$ cat src/rtl/ccff_loader_pkg.sv
// Shared types and constants for the configuration-chain stream loader.
package ccff_loader_pkg;

  localparam int DEF_WORD_W    = 32;
  localparam int DEF_CHAIN_LEN = 4096;
  localparam int CNT_W         = 16;

  typedef enum logic [1:0] {
    IDLE  = 2'd0,
    FILL  = 2'd1,
    SHIFT = 2'd2,
    DONE  = 2'd3
  } state_t;

endpackage

$ cat src/rtl/ccff_word_buffer.sv
// One-entry valid/ready holding register between the bitstream source and the shifter.
module ccff_word_buffer
  import ccff_loader_pkg::*;
#(
  parameter int WORD_W = DEF_WORD_W
) (
  input  logic              prog_clk,
  input  logic              prog_rst_n,
  input  logic              accept_en,
  input  logic [WORD_W-1:0] in_data,
  input  logic              in_valid,
  output logic              in_ready,
  input  logic              pop,
  input  logic              flush,
  output logic              full,
  output logic [WORD_W-1:0] data
);

  assign in_ready = accept_en & ~full;

  // Capture a word on handshake; pop and push never coincide since push needs empty and pop needs full.
  always_ff @(posedge prog_clk) begin
    if (!prog_rst_n) begin
      full <= 1'b0;
      data <= '0;
    end else if (flush) begin
      full <= 1'b0;
    end else if (in_valid && in_ready) begin
      full <= 1'b1;
      data <= in_data;
    end else if (pop) begin
      full <= 1'b0;
    end
  end

endmodule

$ cat src/rtl/ccff_stream_loader.sv
// Streams bitstream words LSB first into a configuration flip-flop chain.
// Optional: define CCFF_READBACK_EN to add the tail_ones readback counter.
module ccff_stream_loader
  import ccff_loader_pkg::*;
#(
  parameter int WORD_W    = DEF_WORD_W,
  parameter int CHAIN_LEN = DEF_CHAIN_LEN
) (
  input  logic              prog_clk,
  input  logic              prog_rst_n,
  input  logic              start,
  input  logic [WORD_W-1:0] in_data,
  input  logic              in_valid,
  output logic              in_ready,
  output logic              ccff_head,
  output logic              ccff_shift_en,
  input  logic              ccff_tail,
  output logic              IO_ISOL_N,
  output logic              done,
  output logic [CNT_W-1:0]  stall_cnt
`ifdef CCFF_READBACK_EN
  ,
  output logic [CNT_W-1:0]  tail_ones
`endif
);

  localparam int IDX_W = (WORD_W > 1) ? $clog2(WORD_W) : 1;
  localparam logic [CNT_W-1:0] LAST_BIT  = CNT_W'(CHAIN_LEN - 1);
  localparam logic [IDX_W-1:0] LAST_IDX  = IDX_W'(WORD_W - 1);

  state_t             state_q, state_d;
  logic [WORD_W-1:0]  sr;
  logic [IDX_W-1:0]   bit_idx;
  logic [CNT_W-1:0]   bit_cnt;

  logic               buf_full, buf_pop, buf_flush, accept_en;
  logic [WORD_W-1:0]  buf_data;
  logic               load_sr, shift_sr, clr_load, stall_inc;

  ccff_word_buffer #(.WORD_W(WORD_W)) u_buf (
    .prog_clk   (prog_clk),
    .prog_rst_n (prog_rst_n),
    .accept_en  (accept_en),
    .in_data    (in_data),
    .in_valid   (in_valid),
    .in_ready   (in_ready),
    .pop        (buf_pop),
    .flush      (buf_flush),
    .full       (buf_full),
    .data       (buf_data)
  );

  // Next state and datapath controls. The shifter does not advance on a word's
  // last bit, so sr[0] keeps the last driven bit and ccff_head holds during stalls.
  always_comb begin
    state_d       = state_q;
    accept_en     = 1'b0;
    buf_pop       = 1'b0;
    buf_flush     = 1'b0;
    ccff_shift_en = 1'b0;
    load_sr       = 1'b0;
    shift_sr      = 1'b0;
    clr_load      = 1'b0;
    stall_inc     = 1'b0;
    case (state_q)
      IDLE, DONE: begin
        if (start) begin
          state_d  = FILL;
          clr_load = 1'b1;
        end
      end
      FILL: begin
        accept_en = 1'b1;
        // Waiting for the very first word is start-up latency, not a stall.
        stall_inc = (bit_cnt != '0);
        if (buf_full) begin
          load_sr = 1'b1;
          buf_pop = 1'b1;
          state_d = SHIFT;
        end
      end
      SHIFT: begin
        ccff_shift_en = 1'b1;
        accept_en     = (bit_cnt != LAST_BIT);
        if (bit_cnt == LAST_BIT) begin
          state_d   = DONE;
          buf_flush = 1'b1;
        end else if (bit_idx == LAST_IDX) begin
          if (buf_full) begin
            load_sr = 1'b1;
            buf_pop = 1'b1;
          end else begin
            state_d = FILL;
          end
        end else begin
          shift_sr = 1'b1;
        end
      end
      default: state_d = IDLE;
    endcase
  end

  // State register, shifter and counters.
  always_ff @(posedge prog_clk) begin
    if (!prog_rst_n) begin
      state_q   <= IDLE;
      sr        <= '0;
      bit_idx   <= '0;
      bit_cnt   <= '0;
      stall_cnt <= '0;
    end else begin
      state_q <= state_d;
      if (load_sr) begin
        sr      <= buf_data;
        bit_idx <= '0;
      end else if (shift_sr) begin
        sr      <= sr >> 1;
        bit_idx <= bit_idx + 1'b1;
      end
      if (clr_load) begin
        bit_cnt   <= '0;
        stall_cnt <= '0;
      end else begin
        if (ccff_shift_en) bit_cnt <= bit_cnt + 1'b1;
        if (stall_inc && (stall_cnt != '1)) stall_cnt <= stall_cnt + 1'b1;
      end
    end
  end

`ifdef CCFF_READBACK_EN
  // Count ones returning from the chain tail while the chain shifts.
  always_ff @(posedge prog_clk) begin
    if (!prog_rst_n) begin
      tail_ones <= '0;
    end else if (clr_load) begin
      tail_ones <= '0;
    end else if (ccff_shift_en && ccff_tail && (tail_ones != '1)) begin
      tail_ones <= tail_ones + 1'b1;
    end
  end
`else
  logic unused_tail;
  assign unused_tail = ccff_tail;
`endif

  assign ccff_head = sr[0];
  assign done      = (state_q == DONE);
  assign IO_ISOL_N = (state_q == DONE);

endmodule

$ cat config.mk
export PLATFORM = sky130hd
export DESIGN_NAME = ccff_stream_loader
export DESIGN_NICKNAME = d
export VERILOG_FILES = /design/src/rtl/ccff_loader_pkg.sv /design/src/rtl/ccff_word_buffer.sv /design/src/rtl/ccff_stream_loader.sv
export SDC_FILE = /design/constraint.sdc
export NUM_CORES = 1
export LEC_CHECK = 0
export ABC_AREA = 1
export BUFFER_PORTS_ARGS = -buffer_cell sky130_fd_sc_hd__clkbuf_2
export CORE_MARGIN = 4
export CORE_UTILIZATION = 40
export CTS_BUF_LIST = sky130_fd_sc_hd__clkbuf_16
export CTS_CLUSTER_SIZE = 20
export DETAILED_ROUTE_END_ITERATION = 10
export PLACE_DENSITY = 0.64
export SYNTH_ARGS = -nofsm -noshare
export SYNTH_HDL_FRONTEND = slang
export SYNTH_SLANG_ARGS = --single-unit
$ cat constraint.sdc
create_clock -name prog_clk -period 1.8 [get_ports prog_clk]
set_input_delay 0.09 -clock prog_clk [delete_from_list [all_inputs] [get_ports prog_clk]]
set_output_delay 0.09 -clock prog_clk [all_outputs]
set_load 0.05 [all_outputs]
# [Word level (Yosys, flattened, before mapping)]
# Index checks and enable logic that the tools add are counted.
[totals] ff_bits=104 input_bits=37 output_inout_bits=21 elab_cells=61
[classes] add_sub_neg=3 eq_ne=11 muxes=24 bitwise_logic=4 n_reduce_logical=12
[ops] cell="32-bit two-way mux" n=2
[ops] cell="16-bit by 1-bit adder with 16-bit output (second input constant)" n=2
[ops] cell="16-bit by 12-bit == test with 1-bit output (second input constant)" n=1
[ops] cell="16-bit by 12-bit inequality test with 1-bit output (second input constant)" n=1
[ops] cell="16-bit inequality test (second input constant)" n=1
[ops] cell="16-bit nonzero test" n=1
[ops] cell="1-bit two-way mux" n=14
[ops] cell="2-bit two-way mux" n=5
[ops] cell="2-bit OR reduction" n=4
[ops] cell="3-bit inequality test (second input constant)" n=2
[ops] cell="2-bit one-hot mux with 3 select lines" n=1
[ops] cell="5-bit by 1-bit adder with 5-bit output (second input constant)" n=1
[ops] cell="5-bit == test (second input constant)" n=1
[ops] cell="2-bit == test (second input constant)" n=2
[ops] cell="1-bit one-hot mux with 2 select lines" n=2
[ops] cell="4-bit AND reduction" n=1
[ops] cell="2-bit nonzero test" n=2
[ops] cell="1-bit NOT" n=3
[ops] cell="2-bit by 1-bit == test with 1-bit output (second input constant)" n=1
[ops] cell="1-bit logical AND" n=2
[ops] cell="2-bit logical NOT" n=1
[ops] cell="2-bit by 1-bit inequality test with 1-bit output (second input constant)" n=1
[ops] cell="2-bit inequality test (second input constant)" n=1
[ops] cell="2-bit AND reduction" n=1
[ops] cell="1-bit AND" n=1

# [Longest topological paths before layout]
[depth] ltp_word=6 mapped_depth=14 ltp_nobuf=12

# [Hierarchy]
# Synthesis repeated with hierarchy kept, for this count alone.
[hier_totals] hier_cells=808 hier_area_um2=5475.3
[modules_own_cells] module="ccff_stream_loader" instances=1 cells_each=589 area_per_inst_um2=3985.1 seq_area_each_um2=1421.4
[modules_own_cells] module="ccff_word_buffer" instances=1 cells_each=219 area_per_inst_um2=1490.2 seq_area_each_um2=660.6

# [Worst setup path after synthesis]
# Ideal clock, no wire load.
[synth_timing] path_type="reg-to-output" from="reg state_q[0]" to="out in_ready" arrival_ns=2.261 required_time_ns=1.710 slack_ns=-0.551 stages_incl_launch_ff=9 path_buffers=2 path_cell_list="dfxtp_1 -> inv_1 -> ha_1 -> buf_2 -> nand2_2 -> nand2_4 -> clkbuf_1 -> nand2_1 -> nor2_1"
[synth_via] elab_chain_len=3 word_cells_on_any_way=4 cone_classes="2 x eq/ne; 1 x mux; 1 x bitwise"
[synth_lines] item="from (decl)" line="ccff_stream_loader.sv:31" source="state_t state_q, state_d;"
[synth_lines] item="from (signal assigned)" line="ccff_stream_loader.sv:112" source="state_q <= state_d;"
[synth_lines] item="2-bit == test or 2-bit by 1-bit == test with 1-bit output (tied branches)" line="ccff_stream_loader.sv:65" source="case (state_q)"
[synth_lines] item="1-bit one-hot mux with 2 select lines (*)" line="ccff_stream_loader.sv:65"
[synth_lines] item="1-bit AND (*)" line="ccff_word_buffer.sv:19" source="assign in_ready = accept_en & ~full;"
[synth_lines] item="to (decl)" line="ccff_stream_loader.sv:14" source="output logic in_ready,"
# Every way passes the cells marked *; elsewhere a longest branch is shown, timed or not.

# [Worst setup path after layout]
[layout_timing] from="reg bit_idx[0]" to="reg sr[20]"
[layout_via] elab_chain_len=5 word_cells_on_any_way=9 cone_classes="1 x eq/ne; 7 x mux; 1 x reduce/logical"
[layout_lines] item="from (decl)" line="ccff_stream_loader.sv:33" source="logic [IDX_W-1:0] bit_idx;"
[layout_lines] item="from (signal assigned)" line="ccff_stream_loader.sv:118" source="bit_idx <= bit_idx + 1'b1;"
[layout_lines] item="5-bit == test (*)" line="ccff_stream_loader.sv:88" source="end else if (bit_idx == LAST_IDX) begin"
[layout_lines] item="1-bit two-way mux" line="ccff_stream_loader.sv:88"
[layout_lines] item="1-bit two-way mux" line="ccff_stream_loader.sv:85" source="if (bit_cnt == LAST_BIT) begin"
[layout_lines] item="1-bit one-hot mux with 2 select lines or 1-bit two-way mux (tied branches)" line="ccff_stream_loader.sv:65"
[layout_lines] item="32-bit two-way mux or 2-bit nonzero test (tied branches)"
[layout_lines] item="to (signal assigned)" line="ccff_stream_loader.sv:114" source="sr <= buf_data;"
[layout_lines] item="to (signal assigned)" line="ccff_stream_loader.sv:117" source="sr <= sr >> 1;"
[layout_lines] item="to (decl)" line="ccff_stream_loader.sv:32" source="logic [WORD_W-1:0] sr;"
# Marked as above.
# A chain may end at the register's enable or synchronous reset.

==> key figures <==
Layout
  – Ant diodes: 0
  – Core Util, Final: 58.7%
  – Area growth syn-to-layout: 41.9%
  – Nets@finish: 965
  – Fraction of layout cells with a size suffix above 1: 29.7%

Floorplanning
  – Full die area: 15,000 µm²
  – Core area: 12,700 µm²
  – Initial Util: 41.3%
  – I/O Pins: 58
  – Row Count: 41
  – Die X: 123 µm
  – Die height: 123 µm

Critical path
  – Setup crit start kind: flip-flop
  – Largest fanout on the critical path: 11
  – FF-to-FF Start: bit_idx[0]$_SDFFE_PP0P_
  – Critical Path Max Stage Delay: 0.35 ns
  – Kind of end point of the critical path: flip-flop
  – Required @ worst endpoint: 2.08 ns
  – Critical path's slowest cell: dfxtp_2
  – CP startpoint: bit_idx[0]$_SDFFE_PP0P_
  – CP Cell Sequence: ha_4, inv_2, nor3_2, ha_2, inv_2, a211oi_4, nand2_4, clkbuf_16, nand2_1, nand2_1, a21oi_1
  – Worst Path Arrival: 2.22 ns
  – Type of the worst setup path: flip-flop to flip-flop
  – CP delay by family, top: compound AO/OA/AOI/OAI gates
  – Crit path buf inv count: 3

Route
  – Via count: 5,185
  – First-pass DRT Iterations: 4
  – DR iter-0 viols: 340
  – Remaining routing DRC violations: 0
  – Vias/cell: 4.73
  – Routed WL: 14,300 µm
  – ANT nets after route: 0
  – Drt wl/cell: 13.1 µm

STA
  – Setup TNS: -3.11 ns
  – Period utilisation layout: 108%
  – Final setup skew: 0.00827 ns
  – Max transition margin: 69.3%
  – Actual slew at the worst max-slew pin: 0.461 ns
  – Final Hold Viols: 0
  – Setup violators final: 42
  – Crit path time final: 1.94 ns
  – Fin. max-slew vios: 0
  – Final worst slack: -0.140 ns
  – Fmax: 0.516 GHz
  – RSZ-0062 raised after global routing: true

CTS
  – CTS tree: done
  – Max clock buf depth: 2
  – Clock latency on the worst-skew pair: 0.35 ns
  – Clock H-tree levels: 3
  – Root Buffer: clkbuf_16
  – Total CTS buffers: 9
  – Reg clk slew, reported paths: 0.07 ns
  – Clock sinks: 104

Yosys
  – Ys Warns: 0
  – Post-synthesis simple-gate area fraction: 38.3%
  – Register area share after synthesis: 39.6%
  – XOR/XNOR share of the synthesized area: 2.00%
  – Synthesis-stage register bit count: 104
  – Netlist cell types: 34
  – Syn_nets: 825
  – Avg Cell Area, Syn: 6.74 µm²
  – Mux cell area share after synthesis: 0%
  – Compound-cell area share of the yosys netlist: 7.87%
  – Synth Cell Area: 5260 µm²
  – Cells after Synth: 780
  – Main combinational cell family by area after synthesis: simple AND/OR/NAND/NOR gates
  – Synth Area in Adders: 1.90%

Global route
  – Grt ovf: 0
  – Largest net degree at the start of global routing: 46
  – Tot GR Track Use: 16.9%
  – First-pass GRT wire length: 20,400 µm
  – Vias in the first global route: 4,463
  – Initial antenna violation count: 0

Power
  – Leak pwr: 3.25 nW
  – Switching power total: 0.00242 W
  – Logic pwr share: 36.6%
  – Switching portion of total power: 34.5%
  – Total power: 0.00702 W
  – Internal power: 0.00460 W
  – PD cells: 940 nW/µm²
  – Reg power frac: 37.4%
  – Worst IR drop on VDD: 748 µV
  – Clock Power Share: 26.0%

Job
  – Max Cap Viol: 0

Placement
  – I/O Buffers: 56
  – Dpl ws: -0.0344 ns
  – Placed wire-length estimate: 8000 µm
  – Global placer's final weighted congestion: 0.892

Status
  – Status: finished, violations left
  – Violated checks: setup timing

Hold path
  – Hold Crit Class: primary input to flip-flop
  – Hold Crit Start: start
==> path summary, 6_finish.rpt <==
kind,slack (ns),depth (start not counted),endpoint
worst max-delay path,-0.14,11,sr[20]$_SDFFE_PN0P_
worst min-delay path,0.22,5,bit_cnt[0]$_SDFFE_PP0P_
worst max register to register,-0.14,11,sr[20]$_SDFFE_PN0P_
worst min register to register,0.47,2,sr[9]$_SDFFE_PN0P_
==> flip-flops by register name, summed over array words and instances (netlist names) <==
name	cells
stall_cnt	16
sr	32
u_buf.full	1
bit_idx	5
bit_cnt	16
state_q	2
u_buf.data	32
==> cell type report <==
type	instances	area, µm²
well taps	172	215
multi-input cells	558	2940
flip-flops and latches	104	2100
inverters	79	297
fillers	1171	5260
repair buffers	168	1650
clock inverters	7	40.0
clock buffers	9	225
==> power groups by stage <==
stage | combinational, W | clock, W | sequential (W)
after floorplan | 0.00126 | 0 | 0.00265
after global placement | 0.00181 | 0 | 0.00266
after detailed placement | 0.00182 | 0 | 0.00267
after CTS | 0.00204 | 0.00186 | 0.00262
after global routing | 0.00281 | 0.00196 | 0.00264
final | 0.00257 | 0.00182 | 0.00262
==> worst register-to-register path, stage by stage (launching register included) <==
cell and delay, ns:
dfxtp_2 0.35, ha_4 0.13, inv_2 0.04, nor3_2 0.10
ha_2 0.19, inv_2 0.05, a211oi_4 0.32, nand2_4 0.20
clkbuf_16 0.23, nand2_1 0.07, nand2_1 0.05, a21oi_1 0.14
==> cell usage in the layout (no fill, tap or decap), types with 21 or more instances in the layout <==
cell type	synthesis	final
buf_4	4	47
inv_1	70	68
nand3_1	70	65
clkbuf_2	0	55
nand2_2	9	33
dlygate4sd3_1	0	32
a21oi_1	60	57
nand2_1	236	200
clkbuf_16	0	21
dfxtp_1	104	92
nor2_1	91	85
==> routing by layer <==
layer  vias to the layer above  share of wire (%)  track usage (%)
met1                      2329                 45             21.5
met4                         0                1.8             5.32
met5                         -                  0                0
met3                        16                4.6             3.87
li1                       2739                  -                -
met2                       101                 49             28.3
==> synthesized netlist by cell type (all sizes together) <==
master,number,area share [%]
nand4,5,0.71
nor3,18,1.7
o22ai,1,0.12
inv,79,5.6
ha,8,1.9
nor2,105,8.3
xor2,8,1.3
o21ai,9,0.86
nand3b,1,0.14
a21oi,64,6.4
nand2,246,18
or2,2,0.24
buf,25,3.6
dfxtp,104,40
or3,1,0.12
o211ai,1,0.14
nor3b,1,0.14
a211oi,2,0.38
nand3,81,8.8
xnor2,4,0.67
clkbuf,15,1.1
==> cells by family (layout without fill, tap and decap cells) <==
logic type / after synthesis / after routing
DFF: 104 / 104
buffers and inverters: 119 / 263
adders and majority gates: 8 / 8
AOI/OAI and AO/OA: 77 / 77
xor gates and xnor gates: 12 / 12
and+or+nand+nor: 460 / 461
==> metrics by stage <==
step	hold slack (ns)	cells	area, µm²
after global routing	0.240	1097	7470
after detailed placement	0.316	1017	6060
after CTS	0.00457	1066	6710
after global placement	0.313	1017	6060
final	0.222	1097	7470
after floorplan	0.218	780	5330
==> what timing repair did <==
action / in CTS / in global routing
endpoints found under the hold margin: 31 / 1
buffers inserted: 1 / 14
pin swaps: 3 / 30
resized for setup: 11 / 85
hold buffers: 31 / 1
cloned: 1 / 16
setup endpoints to repair: 38 / 60
Note: power is estimated with default switching activity, not from simulation.
